[src/rtl/top_soc_pixel_capture.sv]
// top_soc_pixel_capture: test-pattern pixel source feeding BRAM port-A frame writes
module top_soc_pixel_capture #(
    parameter int MAX_ROW = 540,
    parameter int MAX_COL = 540,
    parameter int ADDR_W  = 19,
    parameter int PIX_W   = 8
) (
    input  logic              clk,
    input  logic              rst_n,
    input  logic              mode1_start_i,
    input  logic              mode2_start_i,
    input  logic              start_i,
    output logic              led1_on_o,
    output logic              led2_on_o,
    output logic [PIX_W-1:0]  pixel_o,
    output logic              pixel_en_o,
    output logic              ena_o,
    output logic              wea_o,
    output logic [ADDR_W-1:0] addra_o,
    output logic [PIX_W-1:0]  d2mema_o,
    input  logic [PIX_W-1:0]  mem2da_i,
    output logic              done_o
);
    localparam int RW = ($clog2(MAX_ROW) < 4) ? 4 : $clog2(MAX_ROW);
    localparam int CW = ($clog2(MAX_COL) < 4) ? 4 : $clog2(MAX_COL);
    localparam logic [ADDR_W-1:0] LAST_ADDR = ADDR_W'(MAX_ROW * MAX_COL - 1);

    typedef enum logic [1:0] {IDLE, STREAM, DONE} state_t;

    state_t            state_q;
    logic [1:0]        mode_q;
    logic              start_q;
    logic [RW-1:0]     row_q;
    logic [CW-1:0]     col_q;
    logic [ADDR_W-1:0] addr_q;
    logic [PIX_W-1:0]  pixel_q;
    logic              pixel_en_q;
    logic              ena_q;
    logic              wea_q;
    logic [ADDR_W-1:0] addra_q;
    logic [PIX_W-1:0]  d2mema_q;
    logic              done_q;

    logic              start_evt;
    logic              last_col;
    logic              last_pix;
    logic [PIX_W-1:0]  pix_d;
    logic              unused_rd;

    assign unused_rd = ^mem2da_i;
    assign start_evt = start_i & ~start_q & (mode1_start_i ^ mode2_start_i);
    assign last_col  = col_q == CW'(MAX_COL - 1);
    assign last_pix  = last_col && row_q == RW'(MAX_ROW - 1);
    assign pix_d     = (mode_q == 2'd1) ? PIX_W'(row_q) + PIX_W'(col_q)
                                        : {PIX_W{row_q[3] ^ col_q[3]}};

    always_ff @(posedge clk) begin
        if (!rst_n) begin
            state_q    <= IDLE;
            mode_q     <= '0;
            start_q    <= 1'b0;
            row_q      <= '0;
            col_q      <= '0;
            addr_q     <= '0;
            pixel_q    <= '0;
            pixel_en_q <= 1'b0;
            ena_q      <= 1'b0;
            wea_q      <= 1'b0;
            addra_q    <= '0;
            d2mema_q   <= '0;
            done_q     <= 1'b0;
        end else begin
            start_q  <= start_i;
            ena_q    <= pixel_en_q;
            wea_q    <= pixel_en_q;
            d2mema_q <= pixel_q;
            // write address trails the pixel stream by one stage
            if (pixel_en_q) begin
                addra_q <= addr_q;
                addr_q  <= (addr_q == LAST_ADDR) ? '0 : addr_q + ADDR_W'(1);
            end
            case (state_q)
                STREAM: begin
                    pixel_q    <= pix_d;
                    pixel_en_q <= 1'b1;
                    col_q      <= last_col ? '0 : col_q + CW'(1);
                    row_q      <= last_col ? row_q + RW'(1) : row_q;
                    state_q    <= last_pix ? DONE : STREAM;
                end
                default: begin
                    pixel_en_q <= 1'b0;
                    // the final write is presented while pixel_en is still high
                    if (state_q == DONE && !pixel_en_q)
                        done_q <= 1'b1;
                    if (start_evt) begin
                        mode_q  <= {mode2_start_i, mode1_start_i};
                        row_q   <= '0;
                        col_q   <= '0;
                        addr_q  <= '0;
                        done_q  <= 1'b0;
                        state_q <= STREAM;
                    end
                end
            endcase
        end
    end

    assign led1_on_o  = mode_q == 2'd1 && state_q != IDLE;
    assign led2_on_o  = mode_q == 2'd2 && state_q != IDLE;
    assign pixel_o    = pixel_q;
    assign pixel_en_o = pixel_en_q;
    assign ena_o      = ena_q;
    assign wea_o      = wea_q;
    assign addra_o    = addra_q;
    assign d2mema_o   = d2mema_q;
    assign done_o     = done_q;
endmodule

[config.mk]
export PLATFORM = sky130hd
export DESIGN_NAME = top_soc_pixel_capture
export DESIGN_NICKNAME = d
export VERILOG_FILES = /design/src/rtl/top_soc_pixel_capture.sv
export SDC_FILE = /design/constraint.sdc
export NUM_CORES = 1
export LEC_CHECK = 0
export ABC_AREA = 1
export CAP_MARGIN = 30
export CORE_MARGIN = 10
export CORE_UTILIZATION = 51
export CTS_BUF_LIST = sky130_fd_sc_hd__clkbuf_4 sky130_fd_sc_hd__clkbuf_8
export DETAILED_ROUTE_END_ITERATION = 6
export HOLD_SLACK_MARGIN = 0.1
export PLACE_DENSITY_LB_ADDON = 0.15
export SLEW_MARGIN = 10
export SYNTH_ARGS = -nofsm -noshare
export SYNTH_HDL_FRONTEND = slang
export SYNTH_SLANG_ARGS = --single-unit
export TNS_END_PERCENT = 50
[constraint.sdc]
create_clock -name clk -period 1.6 [get_ports clk]
set_input_delay 0.16 -clock clk [delete_from_list [all_inputs] [get_ports clk]]
set_output_delay 0.16 -clock clk [all_outputs]
set_load 0.05 [all_outputs]
==> results of run 1 <==
## cell usage in the layout, fill, tap and decap left out, types with 2 or more instances in the layout
master	synthesis	layout
nor2_2	1	5
o21ai_1	3	4
nor3_1	8	6
clkdlybuf4s50_1	0	4
nand3b_1	3	3
nor2_4	3	4
dfxtp_1	82	77
xor2_1	5	5
nand2_2	1	3
a21oi_1	45	44
nand4_1	11	11
buf_12	0	5
inv_1	80	79
ha_4	0	2
dfxtp_2	0	3
xnor2_1	4	4
clkbuf_8	0	9
o21a_1	2	2
a22oi_1	2	2
o21ai_0	33	31
bufinv_16	0	3
or2_2	2	2
nor3_2	0	2
dfxtp_4	0	2
nand3_1	45	44
nor2_1	76	71
buf_4	3	67
nand2_1	146	144
ha_1	10	7
## path summary, 6_finish.rpt
check                  start           to
setup / recovery    row_q[0]   pixel_o[4]
hold / removal       start_i      start_q
setup reg to reg    row_q[0]   pixel_o[4]
hold reg to reg   pixel_o[4]  d2mema_o[4]
## repair_timing
| item | 4_1_cts | 5_1_grt |
|---|---|---|
| gates resized for setup | 1 | 27 |
| pin swaps | 1 | 3 |
| endpoints found under the hold margin | 0 | 0 |
| setup endpoints to repair | 1 | 20 |
## flip-flops by register name, indices dropped and copies added, names as in the netlist, 2 cells and up
signal,flops
addra_o,19
mode_q,2
d2mema_o,8
row_q,10
col_q,10
state_q,2
pixel_o,8
addr_q,19
## area by class of cell
cell class | count | area, um2 | area share
multi-input cells | 408 | 2040 | 0.408
flip-flops and latches | 82 | 1650 | 0.331
repair buffers | 76 | 643 | 0.129
inverters | 81 | 307 | 0.0613
well taps | 102 | 128 | 0.0255
clock buffers | 9 | 124 | 0.0248
clock inverters | 5 | 104 | 0.0208
## logic make-up after synthesis
| logic type | count (synthesis) |
|---|---|
| and+or+nand+nor | 299 |
| buffers and inverters | 97 |
| AOI/OAI and AO/OA | 89 |
| DFF | 82 |
| adders and majority gates | 11 |
| xor gates and xnor gates | 9 |
## worst min-delay path, stage by stage
cell	delay [ps]
clkdlybuf4s50_1	420
nand2_1	70
inv_1	30
## through the flow
stage | power [uW] | setup slack (ps) | std cells | hold slack, ps | TNS [ps]
2_1_floorplan | 2500 | 75.2 | 587 | 253 | 0
3_3_place_gp | 2690 | -21.9 | 749 | 430 | -177
3_5_place_dp | 2700 | -62.6 | 749 | 440 | -640
4_1_cts | 4430 | 0.319 | 763 | 370 | 0
5_1_grt | 4570 | -20.3 | 763 | 390 | -32.7
6_report | 4410 | 64.0 | 763 | 370 | 0
## power by group through the flow
stage | registers, uW | clock network [uW] | logic (uW)
detailed placement | 2180 | 0 | 523
CTS | 2130 | 1780 | 525
global placement | 2170 | 0 | 516
floorplan | 2340 | 0 | 163
global route | 2130 | 1870 | 563
finish | 2130 | 1760 | 524
## metal layers
layer,vias to the layer above,part of all wire,global-route usage
met3,11,0.072,0.0410
met4,0,0.013,0.0612
met5,-,0,0
met1,1755,0.49,0.220
met2,104,0.43,0.262
li1,2010,-,-
==> results.txt, run 1 <==
Worst setup SP type: flip-flop
Core area: 7690 um2
Gr ovfl total: 0
Layout-stage area growth over the synthesis result: 25.3%
Most common cell in the netlist: nand2_1
Setup skew after layout: 10.1 ps
Min cycle time layout: 1540 ps
Max-slew violations: 0
Setup bufs post-CTS: 0
Number of nets in the synthesized netlist: 611
Synthesized-area fraction occupied by and/or/nand/nor cells: 0.320
Buf/Inv on CP: 1
Unrepaired setup endpoints after global routing: yes
Diode insertion count for antenna repair: 0
Min-Delay Path Class: in -> reg
Clock buffer count from CTS: 9
Global placement routability congestion: 0.871
Most area-consuming cells after synthesis: dfxtp_1, nand2_1, inv_1
First-pass DRT Iterations: 5
Largest net degree at the start of global routing: 35
Post-Synthesis Cells: 587
Number of placement rows: 32
Synth Area per Inst: 6.80 um2
DRC violation total after the first TritonRoute iteration: 185
R2r worst-path depth: 7
Wire length of the first global-routing pass: 16200 um
Series of cell instances along the critical path: ha_4, inv_1, fa_2, nor2_4, nor3_1, o21ai_1, o21a_1
Detailed-route DRC error count: 0
Num ports: 54
Final Cycle Share: 0.960
Yosys top cell area share: 0.411
Slowest cell on crit path: fa_2
Clock transition at path regs: 80 ps
Filler Cell Count: 702
Highest attainable clock frequency: 651 MHz
Category of the critical setup timing path: reg -> reg
Fraction of power spent switching nets: 0.256
Most instantiated flip-flop cell in the synthesis netlist: dfxtp_1
Yosys cell types: 32
Post-synth EDFFs: 0
Post-synthesis sequential area ratio: 0.411
Post-detailed-routing wire length: 9880 um
Net count reported at finish: 682
Most area-hungry cell type in the Yosys netlist: dfxtp_1
Levels on crit path: 7
Hold depth: 3
Post-synthesis cell area: 3990 um2
Outcome: completed
Dominant combinational cell family by area after synthesis: simple AND/OR/NAND/NOR gates
Synth Register Bits: 82
Capturing element type of the critical path: flip-flop
CTS Hold Buffers Added: 0
Number of vias in the routed layout: 3880
Worst slew margin: 0.664
Antenna-violating nets left: 0
Number of antenna violations at the first check in global routing: 0
Final core utilization: 0.650
Synth async-reset ratio: 0
Power Internal: 3280 uW
CTS sink cnt: 82
Share of the synthesized netlist area taken by xor and xnor gates: 0.0198
Share of final-layout standard cells stronger than drive strength 1: 0.179
Slowest stage delay, CP: 430 ps
Total Routing Usage GR: 0.168
Die area: 11800 um2
Clock latency at the later pin of the worst-skew pair: 350 ps
Yosys warning count: 0
Multiplexer share of the synthesized area: 0
VDD IR-drop max: 460 uV
Number of port buffers: 45
Buffer type at the clock tree root: clkbuf_8
Reg-to-reg slack, setup: 60 ps
Clock network power share: 0.399
Floorplan die width: 108 um
Complex-gate fraction of the synthesized area: 0.117
Transition time of the tightest slew-check pin: 503 ps
Share of power burned in registers: 0.482
Largest delay contributor family on the critical path: adder cells
WP data arrival: 1830 ps
TritonCTS clock tree: built
Final std cell area, no fill: 5000 um2
DP Area: 4690 um2
Vias per inst: 5.09
Fraction of the mapped netlist area in adder cells: 0.0364
H-tree lvl count: 3
Leakage: 0.00223 uW
Power density over the cells: 883 nW/um2
WP data required: 1900 ps
Highest fanout seen on the critical path: 2
List of most frequent post-synthesis cells: nand2_1, dfxtp_1, inv_1
Number of buffers on the longest clock path: 2
Starting density of the core: 0.519
Wire per inst: 13.0 um
Number of global-route vias before repair: 3612
Total of max-cap violations: 0
Die height: 108 um
Number of hold violations in the final report: 0
Combinational share of power: 0.119
Final HPWL DP: 7300 um
Switching Power: 1130 uW
Final setup viols: 0
(Power assumes the default switching activity.)
==> inputs of run 2 (changes only) <==
Settings changed: CELL_PAD_IN_SITES_DETAIL_PLACEMENT set to 1, CELL_PAD_IN_SITES_GLOBAL_PLACEMENT set to 1, CORE_UTILIZATION 51 to 36, MAX_ROUTING_LAYER set to met4.
==> run 2 against run 1 <==
Against the previous run:
- power decreased by 1.8%
- register-to-register slack improved by 40 ps
- clock power shrank 5%
- maximum frequency increased by 3.0%
- routed wire length is 18% higher
- clock-buffer cell count grew 5
- combinational power up 2%
- utilization down 18 points
- clock skew is essentially flat
- sequential share of layout area decreased by 0.54 points
- cell area up 1.5%
==> results.txt, run 2 (same netlist as run 1, synthesis figures left out) <==
Outcome: completed
Capturing element type of the critical path: flip-flop
Area of all sequential standard cells: 1650 um2 (-0.15%)
H-tree lvl count: 3 (unchanged)
Min-Delay Path Class: in -> reg
Global placement routability congestion: 0.831 (-4.6%)
VDD IR-drop max: 503 uV (+9.2%)
DRC violation total after the first TritonRoute iteration: 240 (+30%)
Final setup viols: 0 (unchanged)
CTS Hold Buffers Added: 0 (unchanged)
Clock buffer count from CTS: 9 (unchanged)
Final HPWL DP: 8900 um (+22%)
Setup skew after layout: 9.59 ps (-0.466 ps)
Largest delay contributor family on the critical path: adder cells
Antenna-violating nets left: 0 (unchanged)
Most common library cell in the layout ignoring fill and taps: nand2_1
Reg-to-reg slack, setup: 110 ps (+40 ps)
Floorplan die width: 125 um (+16%)
Power density over the cells: 853 nW/um2 (-3.3%)
Category of the critical setup timing path: reg -> reg
Highest fanout seen on the critical path: 3 (+1)
Cell with the most instances on the worst path: o21ai_1
Startpoint of the worst-slack reg-to-reg timing path: col_q[0]
End of the worst hold path: start_q
Clock network power share: 0.386 (-0.013)
Worst setup SP type: flip-flop
Post-detailed-routing wire length: 11700 um (+18%)
Slowest stage delay, CP: 370 ps (-60 ps)
Wire per inst: 14.4 um (+12%)
Leakage: 0.00225 uW (+1.1%)
Number of port buffers: 45 (unchanged)
Diode insertion count for antenna repair: 0 (unchanged)
Largest net degree at the start of global routing: 35 (unchanged)
Number of buffers on the longest clock path: 2 (unchanged)
Die area: 15700 um2 (+33%)
Net count reported at finish: 688 (+0.88%)
Filler Cell Count: 1379 (+96%)
Number of hold violations in the final report: 0 (unchanged)
Core area: 10800 um2 (+41%)
Fraction of power spent switching nets: 0.264 (+0.00802)
Post-Layout Cell Count: 808 (+5.9%)
Combinational share of power: 0.123 (+0.004)
Transition time of the tightest slew-check pin: 382 ps (-121 ps)
TritonCTS clock tree: built
Terminus of the critical flop-to-flop path: pixel_o[4]
Vias per inst: 4.92 (-3.2%)
Starting density of the core: 0.368 (-0.151)
Number of antenna violations at the first check in global routing: 0 (unchanged)
Die height: 125 um (+16%)
Buf/Inv on CP: 1 (unchanged)
Area used by multi-input combinational logic: 2040 um2 (+0.12%)
Launch instance of the worst min-delay path: start_i
Total Routing Usage GR: 0.153 (-0.0147)
Switching Power: 1140 uW (+1.2%)
Buffer type at the clock tree root: clkbuf_8
Num ports: 54 (unchanged)
Total of max-cap violations: 0 (unchanged)
Startpoint of the worst setup timing path: col_q[0]
First-pass DRT Iterations: 4 (-1)
Top library cells by usage in the layout, fill and taps aside: nand2_1, inv_1, dfxtp_1
Clock latency at the later pin of the worst-skew pair: 360 ps (about the same)
Wire length of the first global-routing pass: 19700 um (+22%)
Series of cell instances along the critical path: ha_4, inv_1, fa_2, nor2_2, o21ai_1, nand2_1, o21ai_1, o21a_1
Number of global-route vias before repair: 3989 (+10%)
Clock transition at path regs: 80 ps (about the same)
WP data required: 1850 ps (-50 ps)
Final core utilization: 0.468 (-0.182)
Layout-stage area growth over the synthesis result: 27.2%
Number of placement rows: 38 (+19%)
Number of vias in the routed layout: 3978 (+2.5%)
CTS sink cnt: 82 (unchanged)
Hold depth: 3 (unchanged)
Highest attainable clock frequency: 670 MHz (+3.0%)
Slowest cell on crit path: dfxtp_2
Number of placed instances with taps included: 793 (+5.9%)
R2r worst-path depth: 8 (+1)
Final Cycle Share: 0.932 (-0.0278)
Min cycle time layout: 1490 ps (-44.4 ps)
Share of power burned in registers: 0.491 (+0.009)
Power Internal: 3190 uW (-2.9%)
Worst slew margin: 0.745 (+0.0809)
WP data arrival: 1750 ps (-80 ps)
Share of final-layout standard cells stronger than drive strength 1: 0.190 (+0.0116)
Detailed-route DRC error count: 0 (unchanged)
Max-slew violations: 0 (unchanged)
Gr ovfl total: 0 (unchanged)
-- run 2: timing repair --
action	in CTS	in global routing
buffers inserted	0	0
setup endpoints to repair	9	30
resized for setup	2	27
hold endpoints to repair	0	0
pin swaps	1	3
-- run 2: layout make-up --
type	count	area share
multi-input cells	408	0.403
flip-flops and latches	82	0.325
repair buffers	82	0.133
inverters	81	0.0604
clock buffers	14	0.0380
well taps	140	0.0345
clock inverters	1	0.00592
-- run 2: metal layers --
| metal | vias to the layer above | part of all wire | GRT usage |
|---|---|---|---|
| met1 | 1889 | 0.50 | 0.197 |
| li1 | 2017 | - | - |
| met5 | - | 0 | - |
| met2 | 60 | 0.46 | 0.233 |
| met3 | 12 | 0.027 | 0.0279 |
| met4 | 0 | 0.016 | 0.0610 |
-- run 2: per-stage QoR --
step           hold slack [ps]  TNS (ps)  power [uW]  setup slack (ps)  cell area (um2)
2_1_floorplan              253         0        2500              75.2             4000
3_3_place_gp               436      -259        2690             -40.3             4770
3_5_place_dp               438      -661        2710             -75.5             4770
4_1_cts                    325         0        4390              5.24             5000
5_1_grt                    382     -19.4        4530             -13.7             5070
6_report                   343         0        4330               108             5070
-- run 2: power by group through the flow --
stage	logic, uW	clock network [uW]	registers (uW)
2_1_floorplan	163	0	2340
3_3_place_gp	522	0	2170
3_5_place_dp	533	0	2180
4_1_cts	539	1720	2130
5_1_grt	577	1820	2140
6_report	533	1670	2130
-- run 2: worst min-delay path, cell delays in order --
cell and delay, ps:
clkdlybuf4s50_1 420, nand2_1 70, inv_1 30
-- run 2: worst max path at each step --
stage | endpoint | slack [ps] | cells past startpoint
CTS | col_q[8] | 5 | 8
floorplan | addr_q[5] | 80 | 5
global route | addr_q[11] | -10 | 8
detailed placement | row_q[4] | -80 | 9
finish | pixel_o[4] | 110 | 8
global placement | row_q[1] | -40 | 9
==> inputs of run 3 (changes only) <==
Settings changed: PLACE_DENSITY_LB_ADDON 0.15 to 0.1.
==> run 3 against run 2 <==
Against the previous run:
- maximum frequency shrank 0.87%
- non-clock buffer count grew 1
- clock-buffer cell count shrank 2
- power shrank 6.0%
- combinational power shrank 3%
- largest cell class unchanged
==> results.txt, run 3 (same netlist as run 1, synthesis figures left out) <==
Starting density of the core: 0.368 (unchanged)
Final Cycle Share: 0.940 (+0.00817)
Leakage: 0.00224 uW (-0.84%)
Number of port buffers: 45 (unchanged)
Clock latency at the later pin of the worst-skew pair: 370 ps (about the same)
Floorplan die width: 125 um (unchanged)
Layout-stage area growth over the synthesis result: 25.8%
Number of buffers on the longest clock path: 2 (unchanged)
Antenna-violating nets left: 0 (unchanged)
Share of final-layout standard cells stronger than drive strength 1: 0.193 (+0.00299)
Slowest cell on crit path: dfxtp_2
Die area: 15700 um2 (unchanged)
Vias per inst: 4.87 (-1.1%)
Capturing element type of the critical path: flip-flop
Unrepaired setup endpoints after global routing: yes
Category of the critical setup timing path: reg -> reg
Switching Power: 1150 uW (+0.46%)
Share of power burned in registers: 0.522 (+0.031)
Series of cell instances along the critical path: ha_2, inv_1, fa_2, nor2_1, o21ai_1, nand2_1, o21ai_0, o21a_1
Die height: 125 um (unchanged)
Clock buffer count from CTS: 9 (unchanged)
DRC violation total after the first TritonRoute iteration: 231 (-3.8%)
Post-Layout Cell Count: 808 (unchanged)
Clock network power share: 0.351 (-0.035)
WP data arrival: 1770 ps (+20 ps)
Clock transition at path regs: 90 ps (about the same)
Hold_ws: 337 ps (-6.86 ps)
Buf/Inv on CP: 1 (unchanged)
TritonCTS clock tree: built
Number of placed instances with taps included: 793 (unchanged)
Power Internal: 2920 uW (-8.3%)
Total power consumption of the routed design: 4070 uW (-6.0%)
Min cycle time layout: 1500 ps (+13.1 ps)
Number of hold violations in the final report: 0 (unchanged)
Top library cells by usage in the layout, fill and taps aside: nand2_1, inv_1, buf_4
Transition time of the tightest slew-check pin: 457 ps (+74.8 ps)
Buffer type at the clock tree root: clkbuf_8
Worst slew margin: 0.695 (-0.0502)
Combinational share of power: 0.127 (+0.004)
Min-Delay Path Class: in -> reg
Max-slew violations: 0 (unchanged)
Slowest stage delay, CP: 360 ps (about the same)
Worst setup SP type: flip-flop
Number of global-route vias before repair: 3936 (-1.3%)
VDD IR-drop max: 500 uV (-0.56%)
Final core utilization: 0.463 (-0.00519)
Diode insertion count for antenna repair: 0 (unchanged)
Fraction of power spent switching nets: 0.282 (+0.0180)
Total Routing Usage GR: 0.151 (-0.00191)
Post-detailed-routing wire length: 11500 um (-1.8%)
Global placement routability congestion: 0.890 (+7.0%)
H-tree lvl count: 3 (unchanged)
Wire per inst: 14.2 um (-1.8%)
First-pass DRT Iterations: 4 (unchanged)
Wire length of the first global-routing pass: 19300 um (-2.3%)
Number of placement rows: 38 (unchanged)
Core area: 10800 um2 (unchanged)
WP data required: 1860 ps (about the same)
Largest delay contributor family on the critical path: adder cells
Total of max-cap violations: 0 (unchanged)
Number of vias in the routed layout: 3935 (-1.1%)
Filler Cell Count: 1410 (+2.2%)
Largest net degree at the start of global routing: 35 (unchanged)
Highest fanout seen on the critical path: 2 (-1)
CTS sink cnt: 82 (unchanged)
Gr ovfl total: 0 (unchanged)
Number of antenna violations at the first check in global routing: 0 (unchanged)
Setup skew after layout: 11.5 ps (+1.94 ps)
Detailed-route DRC error count: 0 (unchanged)
Outcome: completed
Final setup viols: 0 (unchanged)
Highest attainable clock frequency: 665 MHz (-0.87%)
Final HPWL DP: 8860 um (-0.37%)
Power density over the cells: 812 nW/um2 (-4.9%)
Most common library cell in the layout ignoring fill and taps: nand2_1
Num ports: 54 (unchanged)
Net count reported at finish: 689 (+0.15%)
run 3: cell types whose count changed in the layout (fill, tap and decap cells not counted), moves of 2 or more:
cell and change:
dfxtp_1 -2, ha_4 -2, a21boi_1 -2, clkbuf_8 -2
ha_2 +2, a21boi_0 +2
run 3: final timing paths:
check	from	endpoint	slack [ps]	depth (start not counted)
worst max-delay path	row_q[0]	pixel_o[4]	100	8
worst min-delay path	start_i	start_q	340	3
worst max register to register	row_q[0]	pixel_o[4]	100	8
worst min register to register	pixel_o[5]	d2mema_o[5]	460	2
run 3: final cells by class:
cell class | count | area, um2 | area share
multi-input cells | 408 | 2020 | 0.403
flip-flops and latches | 82 | 1660 | 0.330
repair buffers | 83 | 683 | 0.136
inverters | 81 | 307 | 0.0611
well taps | 140 | 175 | 0.0349
clock buffers | 12 | 165 | 0.0329
clock inverters | 2 | 12.5 | 0.00249
run 3: timing repair:
action                                  4_1_cts  5_1_grt
gates resized for setup                       4       23
endpoints found under the setup margin       12       22
hold buffers                                  0        0
pin swaps                                     0        5
buffers inserted                              0        1
gates cloned                                  0        0
run 3: metrics by stage:
stage / setup WS (ps) / area [um2] / TNS (ps)
final: 95.3 / 5020 / 0
after floorplan: 75.2 / 4000 / 0
after CTS: 8.39 / 4950 / 0
after global placement: -53.6 / 4770 / -780
after global routing: -15.7 / 5020 / -26.3
after detailed placement: -65.2 / 4770 / -1410
run 3: per-layer routing:
metal / part of all wire / global-route usage / vias up / wire [um]
met4: 0.020 / 0.0671 / 0 / 230
li1: - / - / 2020 / -
met2: 0.44 / 0.218 / 56 / 5040
met5: 0 / - / - / 0
met1: 0.51 / 0.201 / 1841 / 5880
met3: 0.027 / 0.0287 / 18 / 314
run 3: power groups by stage:
stage	Sequential (uW)	Combinational [uW]	Clock, uW
2_1_floorplan	2340	163	0
3_3_place_gp	2170	517	0
3_5_place_dp	2180	522	0
4_1_cts	2130	525	1470
5_1_grt	2130	562	1550
6_report	2130	519	1430
run 3: worst reg2reg max path, cell delays in order (launching register included):
cell,delay [ps]
dfxtp_2,360
ha_2,180
inv_1,50
fa_2,330
nor2_1,130
o21ai_1,80
nand2_1,60
o21ai_0,70
o21a_1,120
